### config.mk
export PLATFORM = sky130hd
export DESIGN_NAME = mips_multicycle
export DESIGN_NICKNAME = d
export VERILOG_FILES = /design/src/rtl/mips_multicycle.sv
export SDC_FILE = /design/constraint.sdc
export NUM_CORES = 2
export LEC_CHECK = 0
export BUFFER_PORTS_ARGS = -buffer_cell sky130_fd_sc_hd__buf_2
export CORE_MARGIN = 8
export CORE_UTILIZATION = 24
export CTS_BUF_LIST = sky130_fd_sc_hd__clkbuf_16
export DETAILED_ROUTE_END_ITERATION = 7
export PLACE_DENSITY = 0.41
export SYNTH_ARGS = -nofsm -noshare
export SYNTH_HDL_FRONTEND = slang
export SYNTH_SLANG_ARGS = --single-unit
### constraint.sdc
create_clock -name clk -period 12.6 [get_ports clk]
set_clock_uncertainty 0.1 [all_clocks]
set_input_delay 1.89 -clock clk [delete_from_list [all_inputs] [get_ports clk]]
set_output_delay 1.89 -clock clk [all_outputs]
set_load 0.02 [all_outputs]
### src/rtl/mips_multicycle.sv
// Multicycle MIPS core: one shared instruction/data memory port, a 12-state sequencer,
// ready-stretched memory states, zero-extended logical immediates and illegal-opcode reporting.
module mips_multicycle #(
  parameter logic [31:0] RESET_PC = 32'h0000_0000,
  parameter bit          WAIT_EN  = 1'b1
) (
  input  logic        clk,
  input  logic        reset,
  output logic [31:0] mem_addr,
  output logic        mem_re,
  output logic        mem_we,
  output logic [31:0] mem_wdata,
  input  logic [31:0] mem_rdata,
  input  logic        mem_ready,
  output logic [31:0] pc,
  output logic        instr_done,
  output logic        illegal
);

  typedef enum logic [3:0] {
    S_FETCH, S_DECODE, S_MEMADR, S_MEMRD, S_MEMWB, S_MEMWR,
    S_EXECUTE, S_ALUWB, S_IEXEC, S_IWB, S_BRANCH, S_JUMP
  } state_t;

  typedef enum logic [2:0] {ALU_ADD, ALU_SUB, ALU_AND, ALU_OR, ALU_SLT} alu_op_t;

  localparam logic [5:0] OP_RTYPE = 6'h00;
  localparam logic [5:0] OP_J     = 6'h02;
  localparam logic [5:0] OP_BEQ   = 6'h04;
  localparam logic [5:0] OP_ADDI  = 6'h08;
  localparam logic [5:0] OP_ANDI  = 6'h0C;
  localparam logic [5:0] OP_ORI   = 6'h0D;
  localparam logic [5:0] OP_LW    = 6'h23;
  localparam logic [5:0] OP_SW    = 6'h2B;

  state_t      state_r, state_s;
  logic [31:0] pc_r, ir_r, mdr_r, a_r, b_r, alu_out_r;
  logic [31:0] rf_r [32];

  logic [5:0]  opcode_s, funct_s;
  logic [4:0]  rs_s, rt_s, rd_s;
  logic [31:0] imm_sext_s, imm_zext_s;
  logic        ready_s;
  alu_op_t     funct_op_s, alu_op_s;
  logic        funct_ok_s;
  logic [31:0] alu_b_s, alu_y_s;
  logic        req_re_s, req_we_s, done_s, illegal_s;
  logic [31:0] addr_s;
  logic        rf_we_s;
  logic [4:0]  rf_waddr_s;
  logic [31:0] rf_wdata_s;
  logic        shamt_unused_s;

  function automatic logic [31:0] alu(input alu_op_t op, input logic [31:0] x, input logic [31:0] y);
    case (op)
      ALU_ADD: alu = x + y;
      ALU_SUB: alu = x - y;
      ALU_AND: alu = x & y;
      ALU_OR:  alu = x | y;
      ALU_SLT: alu = {31'd0, ($signed(x) < $signed(y))};
      default: alu = 32'd0;
    endcase
  endfunction

  assign opcode_s       = ir_r[31:26];
  assign rs_s           = ir_r[25:21];
  assign rt_s           = ir_r[20:16];
  assign rd_s           = ir_r[15:11];
  assign funct_s        = ir_r[5:0];
  assign shamt_unused_s = ^ir_r[10:6];
  assign imm_sext_s     = {{16{ir_r[15]}}, ir_r[15:0]};
  assign imm_zext_s     = {16'd0, ir_r[15:0]};
  assign ready_s        = WAIT_EN ? mem_ready : 1'b1;

  // R-type funct decode; funct_ok_s also feeds the illegal check in DECODE.
  always_comb begin
    funct_op_s = ALU_ADD;
    funct_ok_s = 1'b1;
    case (funct_s)
      6'h20:   funct_op_s = ALU_ADD;
      6'h22:   funct_op_s = ALU_SUB;
      6'h24:   funct_op_s = ALU_AND;
      6'h25:   funct_op_s = ALU_OR;
      6'h2A:   funct_op_s = ALU_SLT;
      default: funct_ok_s = 1'b0;
    endcase
  end

  // ALU operand/op select: register B for R-type, otherwise the opcode's immediate flavour.
  always_comb begin
    alu_op_s = ALU_ADD;
    alu_b_s  = imm_sext_s;
    if (state_r == S_EXECUTE) begin
      alu_op_s = funct_op_s;
      alu_b_s  = b_r;
    end else begin
      case (opcode_s)
        OP_ANDI: begin alu_op_s = ALU_AND; alu_b_s = imm_zext_s; end
        OP_ORI:  begin alu_op_s = ALU_OR;  alu_b_s = imm_zext_s; end
        default: begin alu_op_s = ALU_ADD; alu_b_s = imm_sext_s; end
      endcase
    end
  end

  assign alu_y_s = alu(alu_op_s, a_r, alu_b_s);

  // Sequencer: next state, memory requests, completion pulses and register-file write control.
  always_comb begin
    state_s    = state_r;
    req_re_s   = 1'b0;
    req_we_s   = 1'b0;
    done_s     = 1'b0;
    illegal_s  = 1'b0;
    addr_s     = alu_out_r;
    rf_we_s    = 1'b0;
    rf_waddr_s = rt_s;
    rf_wdata_s = alu_out_r;
    case (state_r)
      S_FETCH: begin
        addr_s   = pc_r;
        req_re_s = 1'b1;
        if (ready_s) state_s = S_DECODE;
        else         state_s = S_FETCH;
      end
      S_DECODE: begin
        case (opcode_s)
          OP_RTYPE: begin
            if (funct_ok_s) begin
              state_s = S_EXECUTE;
            end else begin
              illegal_s = 1'b1;
              done_s    = 1'b1;
              state_s   = S_FETCH;
            end
          end
          OP_LW, OP_SW:            state_s = S_MEMADR;
          OP_ADDI, OP_ANDI, OP_ORI: state_s = S_IEXEC;
          OP_BEQ:                  state_s = S_BRANCH;
          OP_J:                    state_s = S_JUMP;
          default: begin
            illegal_s = 1'b1;
            done_s    = 1'b1;
            state_s   = S_FETCH;
          end
        endcase
      end
      S_MEMADR: begin
        if (opcode_s == OP_LW) state_s = S_MEMRD;
        else                   state_s = S_MEMWR;
      end
      S_MEMRD: begin
        req_re_s = 1'b1;
        if (ready_s) state_s = S_MEMWB;
        else         state_s = S_MEMRD;
      end
      S_MEMWB: begin
        rf_we_s    = 1'b1;
        rf_wdata_s = mdr_r;
        done_s     = 1'b1;
        state_s    = S_FETCH;
      end
      S_MEMWR: begin
        req_we_s = 1'b1;
        if (ready_s) begin
          done_s  = 1'b1;
          state_s = S_FETCH;
        end else begin
          state_s = S_MEMWR;
        end
      end
      S_EXECUTE: state_s = S_ALUWB;
      S_ALUWB: begin
        rf_we_s    = 1'b1;
        rf_waddr_s = rd_s;
        done_s     = 1'b1;
        state_s    = S_FETCH;
      end
      S_IEXEC: state_s = S_IWB;
      S_IWB: begin
        rf_we_s = 1'b1;
        done_s  = 1'b1;
        state_s = S_FETCH;
      end
      S_BRANCH, S_JUMP: begin
        done_s  = 1'b1;
        state_s = S_FETCH;
      end
      default: state_s = S_FETCH;
    endcase
  end

  // Gating with reset keeps requests and pulses low for the whole reset cycle.
  assign mem_addr   = addr_s;
  assign mem_re     = req_re_s & reset;
  assign mem_we     = req_we_s & reset;
  assign mem_wdata  = b_r;
  assign pc         = pc_r;
  assign instr_done = done_s & reset;
  assign illegal    = illegal_s & reset;

  // State register.
  always_ff @(posedge clk) begin
    if (!reset) state_r <= S_FETCH;
    else        state_r <= state_s;
  end

  // PC and the holding registers IR, MDR, A, B, ALUOut.
  always_ff @(posedge clk) begin
    if (!reset) begin
      pc_r      <= RESET_PC;
      ir_r      <= 32'd0;
      mdr_r     <= 32'd0;
      a_r       <= 32'd0;
      b_r       <= 32'd0;
      alu_out_r <= 32'd0;
    end else begin
      case (state_r)
        S_FETCH: begin
          if (ready_s) begin
            ir_r <= mem_rdata;
            pc_r <= pc_r + 32'd4;
          end
        end
        S_DECODE: begin
          a_r       <= rf_r[rs_s];
          b_r       <= rf_r[rt_s];
          alu_out_r <= pc_r + {imm_sext_s[29:0], 2'b00};
        end
        S_MEMADR, S_EXECUTE, S_IEXEC: alu_out_r <= alu_y_s;
        S_MEMRD: begin
          if (ready_s) mdr_r <= mem_rdata;
        end
        S_BRANCH: begin
          if (a_r == b_r) pc_r <= alu_out_r;
        end
        S_JUMP: pc_r <= {pc_r[31:28], ir_r[25:0], 2'b00};
        default: ;
      endcase
    end
  end

  // Register file; entry 0 is never written so it always reads zero.
  always_ff @(posedge clk) begin
    if (!reset) begin
      for (int i = 0; i < 32; i++) rf_r[i] <= 32'd0;
    end else if (rf_we_s && (rf_waddr_s != 5'd0)) begin
      rf_r[rf_waddr_s] <= rf_wdata_s;
    end
  end

endmodule

* After elaboration in Yosys (flattened, before gate mapping)
Memory sizes are Yosys's and may differ from the RTL's. A register that Yosys moved wholly into a read port is not among the register bits.
Index checks and enable logic that the tools add are counted.
Widths: inputs -> output; s select.
** Storage, ports and cells
- Memories :: 1
- Bits in writable memories :: 1024
- Flip-flop bits (word level) :: 132
- Word-level logic and storage cells :: 109
- Input port bits :: 35
** Memory list
- rf_r :: words 32, bits a word 32, read ports 2, clocked after memory_dff 2, write ports 32, RTL line 38 : logic [31:0] rf_r [32];
** Operators by class
- Add/subtract/negate cells :: 4
- Order comparisons :: 1
- Reductions and logical operators :: 24
- Equal/unequal tests :: 30
- Bitwise gates (word level) :: 7
- Mux-type cells :: 36
** Operators by type and width (count)
- $mux 32 :: 7
- $pmux 32 s5 :: 1
- $pmux 32 s3 :: 1
- $add 32x32->32 :: 2
- $pmux 32 s2 :: 1
- $eq 6x6->1 const B :: 7
- $add 32x3->32 const B :: 1
- $and 32x32->32 :: 1
- $eq 32x32->1 :: 1
- $lt 32x32->1 :: 1
- $or 32x32->32 :: 1
- $reduce_or 32->1 :: 1
- $sub 32x32->32 :: 1
- $pmux 4 s7 :: 1
- $pmux 4 s5 :: 1
- $eq 6x4->1 const B :: 3
- $eq 4x3->1 const B :: 4
- $eq 4x4->1 const B :: 4
- $mux 3 :: 5
- $mux 1 :: 13
- $pmux 3 s4 :: 1
- $mux 5 :: 2
- $reduce_or 5->1 :: 2
- $reduce_or 3->1 :: 3
- 26 further kinds :: 37

* Longest topological paths before layout
- Word-level depth :: 9
- Mapped depth :: 19
- Depth with buffers taken out :: 16

* Worst setup path after synthesis
Ideal clock, no wire load.
- Path kind :: input-to-output
- Start point :: input port reset
- End point :: output port illegal
- Stages :: 4
- Path slack :: 6928 ps
- Required time :: 10610 ps
- Buffers on the path :: 2
- Data arrival time :: 3682 ps
- Cell sequence :: inv_1 clkbuf_1 clkbuf_1 nor2_1
** Between the ends
- Cells in the longest elaborated chain, start to end :: 1
** RTL lines
- from (decl) :: RTL line 8 : input logic reset,
- $and 1x1->1 :: RTL line 199 : assign illegal = illegal_s & reset;
- to (decl) :: RTL line 17 : output logic illegal
No other way between the ends.

* Worst setup path in the final report
- Start point :: register state_r[0]
- End point :: register alu_out_r[28]
** Between the ends
- Cells in the longest elaborated chain, start to end :: 5
- Elaborated cells on any way between the ends :: 19
- Those cells by class :: 2 x add/sub; 8 x eq/ne; 4 x mux; 2 x bitwise; 3 x reduce/logical
** RTL lines
- from (decl) :: RTL line 36 : state_t state_r, state_s;
- from (signal assigned) :: RTL line 204 : else state_r <= state_s;
- $eq 4x3->1 :: RTL line 93, 217
- $mux 32 / $mux 3 (equally long branches) :: RTL line 93 : if (state_r == S_EXECUTE) begin
- $sub 32x32->32, or another cell as far along :: RTL line 57 : ALU_SUB: alu = x - y;
- $pmux 32 s5 :: RTL line 55 : case (op)
- $pmux 32 s2 :: RTL line 217 : case (state_r)
- to (signal assigned) :: RTL line 227 : alu_out_r <= pc_r + {imm_sext_s[29:0], 2'b00};
- to (signal assigned) :: RTL line 229 : S_MEMADR, S_EXECUTE, S_IEXEC: alu_out_r <= alu_y_s;
- to (decl) :: RTL line 37 : logic [31:0] pc_r, ir_r, mdr_r, a_r, b_r, alu_out_r;
Several ways; a longest one is shown, not always the timed one.
A chain may end at the register's enable or synchronous reset.

==> metrics.md <==
| Metric | Value |
|---|---|
| Outcome | `complete, no violations` |
| Die outline area | `roughly 300000 sq um` |
| Final Hold Violating Endpoints | `0` |
| DR vias | `about 47000` |
| Clock sink total | `about 1200` |
| HPWL after DPL | `172600 um` |
| Synth top area share | `0.4587` |
| Leading area contributor after synthesis | `edfxtp_1` |
| Maximum buffer depth of the clock tree | `3` |
| Logic pwr share | `0.167` |
| Row cnt | `194` |
| Max cap viols | `0` |
| Worst hold endpoint | `mdr_r[18]` |
| RSZ-0062 raised after global routing | `false` |
| Post-synth ARST share | `0` |
| Global-route wire length before repair | `approximately 370000 um` |
| Routed vias/inst | `just over 5` |
| P_int | `~7.5 mW` |
| Routed Wire Length | `about 270000 um` |
| Count of cells resized by post-cts repair | `0` |
| Residual DRC count | `0` |
| Syn avg cell area | `around 13 sq um` |
| Required time of the critical path | `between 10 and 15 ns` |
| Initial core utilization | `0.2405` |
| Slew HR | `0.09231` |
| Pwr dens | `137.6 nW/um^2` |
| GRT Total Usage | `0.1756` |
| Netlist cell types | `95` |
| Initial DRC Count | `5355` |
| Net Sw Frac | `0.2947` |
| Most frequent cells in the layout | `nor2_1, edfxtp_1, mux4_2` |
| F_max | `around 170 MHz` |
| Sw Pwr | `3.117 mW` |
| Antenna violations before repair | `19` |
| Crit path arrival time | `about 6.3 ns` |
| Area contributors post-synth | `edfxtp_1, mux4_2, nor2_1` |
| Reg clk slew, reported paths | `0.06 ns` |
| FF-to-FF Start | `state_r[0]` |
| First-pass iteration count of the detailed router | `5` |
| Reg power frac | `0.446` |
| Pin count of the biggest net entering global routing | `129` |
| Commonest non-fill, non-tap cell in the layout | `nor2_1` |
| HP Class | `register to register` |
| Setup crit start kind | `register` |
| Die Y | `between 500 and 600 um` |
| Port Buffers | `~130` |
| ANT nets after route | `0` |
| VDD IR max | `0.1253 mV` |
| Critical Path Sink Type | `register` |
| I/O pin count | `between 100 and 150` |
| Worst slew pin tran | `roughly 1.3 ns` |
| Post-route setup TNS | `0 ns` |
| Reg2reg path depth | `17` |
| Post-Place Cell Area | `~72000 sq um` |
| Grt ovf | `0` |
| Vias in the first global route | `between 40000 and 50000` |
| Crit-path max FO | `34` |
| Mapped cell area | `between 60000 and 70000 sq um` |
| Final instance area | `76890 sq um` |
| Critical register-to-register path endpoint | `alu_out_r[28]` |
| Core area | `approximately 280000 sq um` |
| WL/cell | `approximately 29 um` |
| Worst-Skew Late Latency | `about 0.78 ns` |
| Area growth syn-to-layout | `14.71%` |
| # Post-CTS Setup Buffers | `0` |
| Synth Instances | `~5300` |
| RePlAce Congestion | `~0.87` |
| Yosys reg bits | `roughly 1200` |
| CTS Buf Count | `141` |
| Yosys warns | `0` |
| Final critical-path required period | `approximately 5.7 ns` |
| Die W | `approximately 540 um` |
| Max H-tree Level | `4` |
| Number of max-slew violations in the final report | `0` |
| Hold path cells | `2` |
| Hold buffers post-CTS | `0` |
| Clock power share | `0.387` |
| CTS tree | `built` |
| Register area share after synthesis | `0.5173` |
| Root Driver | `clkbuf_16` |
| Number of flops mapped to enable cells by yosys | `around 1000` |
| Reg2reg setup slack | `between 6 and 7 ns` |
| Share of layout cells above drive strength 1 | `0.2413` |
| Nets | `5467` |
| Leak | `24.52 nW` |
| Main synth FF type | `edfxtp_1` |
| Crit path kind | `register to register` |
| HP Start | `mdr_r[18]` |
| Final period util | `0.4561` |
| Final setup fails | `0` |
-- routing by layer --
| metal | vias up | wire length [um] | global-route usage |
|---|---|---|---|
| met5 | - | 0 | 0 |
| met4 | 0 | 5019 | 0.03342 |
| met3 | 289 | 21600 | 0.03320 |
| met2 | 2048 | 121900 | 0.2771 |
| met1 | 25070 | 121000 | 0.2531 |
| li1 | 20079 | - | - |
-- worst max-delay path by stage --
stage          startpoint  cells past startpoint  slack [ns]            end
2_1_floorplan       reset                      4        6.93        illegal
3_3_place_gp        reset                      5        6.53   rf_r[16][23]
3_5_place_dp        reset                      5        6.49   rf_r[16][23]
4_1_cts        state_r[0]                     17        6.99  alu_out_r[28]
5_1_grt        state_r[0]                     17        6.54  alu_out_r[30]
6_report       state_r[0]                     17        6.85  alu_out_r[28]
-- sequential cells by signal, indices dropped and copies added (netlist names) --
signal	count
a_r	32
mdr_r	32
pc	32
alu_out_r	32
ir_r	32
state_r	4
mem_wdata	32
rf_r	1024
-- critical path, stage by stage (launching register included) --
cell	delay (ns)
dfxtp_1	0.72
inv_1	0.49
nand3_1	0.17
buf_4	0.46
nand2_1	0.57
o21a_1	0.28
inv_1	0.08
ha_1	0.39
nor2b_1	0.13
a21oi_1	0.17
o21ai_0	0.23
a21o_1	0.24
a211oi_2	0.31
o41ai_2	0.14
a21oi_1	0.34
o21bai_1	0.14
or4b_1	0.48
a31oi_1	0.16
-- synth_stat cells, types with 34 or more instances --
library cell,instances
mux2i_1,70
o21ai_0,116
inv_1,113
edfxtp_1,1024
ha_1,127
xnor2_1,50
a211oi_1,59
a21oi_1,252
buf_1,36
a311oi_1,37
dfxtp_1,196
nand3_1,34
mux4_2,640
nor2_1,1204
buf_2,68
nand2_1,406
nor3_1,50
clkbuf_1,387
-- power groups by stage --
stage / combinational, mW / clock (mW) / sequential [mW]
2_1_floorplan: 1.10 / 0 / 4.70
3_3_place_gp: 1.76 / 0 / 4.79
3_5_place_dp: 1.76 / 0 / 4.80
4_1_cts: 1.76 / 4.17 / 4.71
5_1_grt: 1.86 / 4.33 / 4.73
6_report: 1.77 / 4.09 / 4.72
-- final cells by class --
| class | count | area (sq um) |
|---|---|---|
| timing repair buffer | 284 | 1887 |
| clock buffer | 144 | 3603 |
| antenna | 8 | 20.02 |
| tap | 3724 | 4659 |
| fill | 28707 | 201800 |
| clock inverter | 110 | 872.1 |
| inverter | 116 | 442.9 |
| multi-input combinational | 3539 | 30700 |
| sequential | 1220 | 34710 |
-- through the flow --
step	cells	hold WS, ns	setup WS [ns]	utilization	total power [mW]
2_1_floorplan	5368	0.3360	6.928	-	5.800
3_3_place_gp	8883	0.3769	6.529	0.2598	6.549
5_1_grt	9138	0.4048	6.542	0.2759	10.92
6_report	9145	0.3872	6.853	0.2759	10.58
4_1_cts	9137	0.3895	6.994	0.2758	10.65
3_5_place_dp	8883	0.3781	6.492	0.2598	6.558
-- cell families after synthesis --
group | synth area share
flops | 0.5173
fa+ha+maj | 0.02460
other cells | 0.00005595
compound gates | 0.07263
mux | 0.2310
simple gates | 0.1107
buf+inv | 0.03548
xor+xnor | 0.008232
No activity file was read; power rests on OpenSTA's default activity.
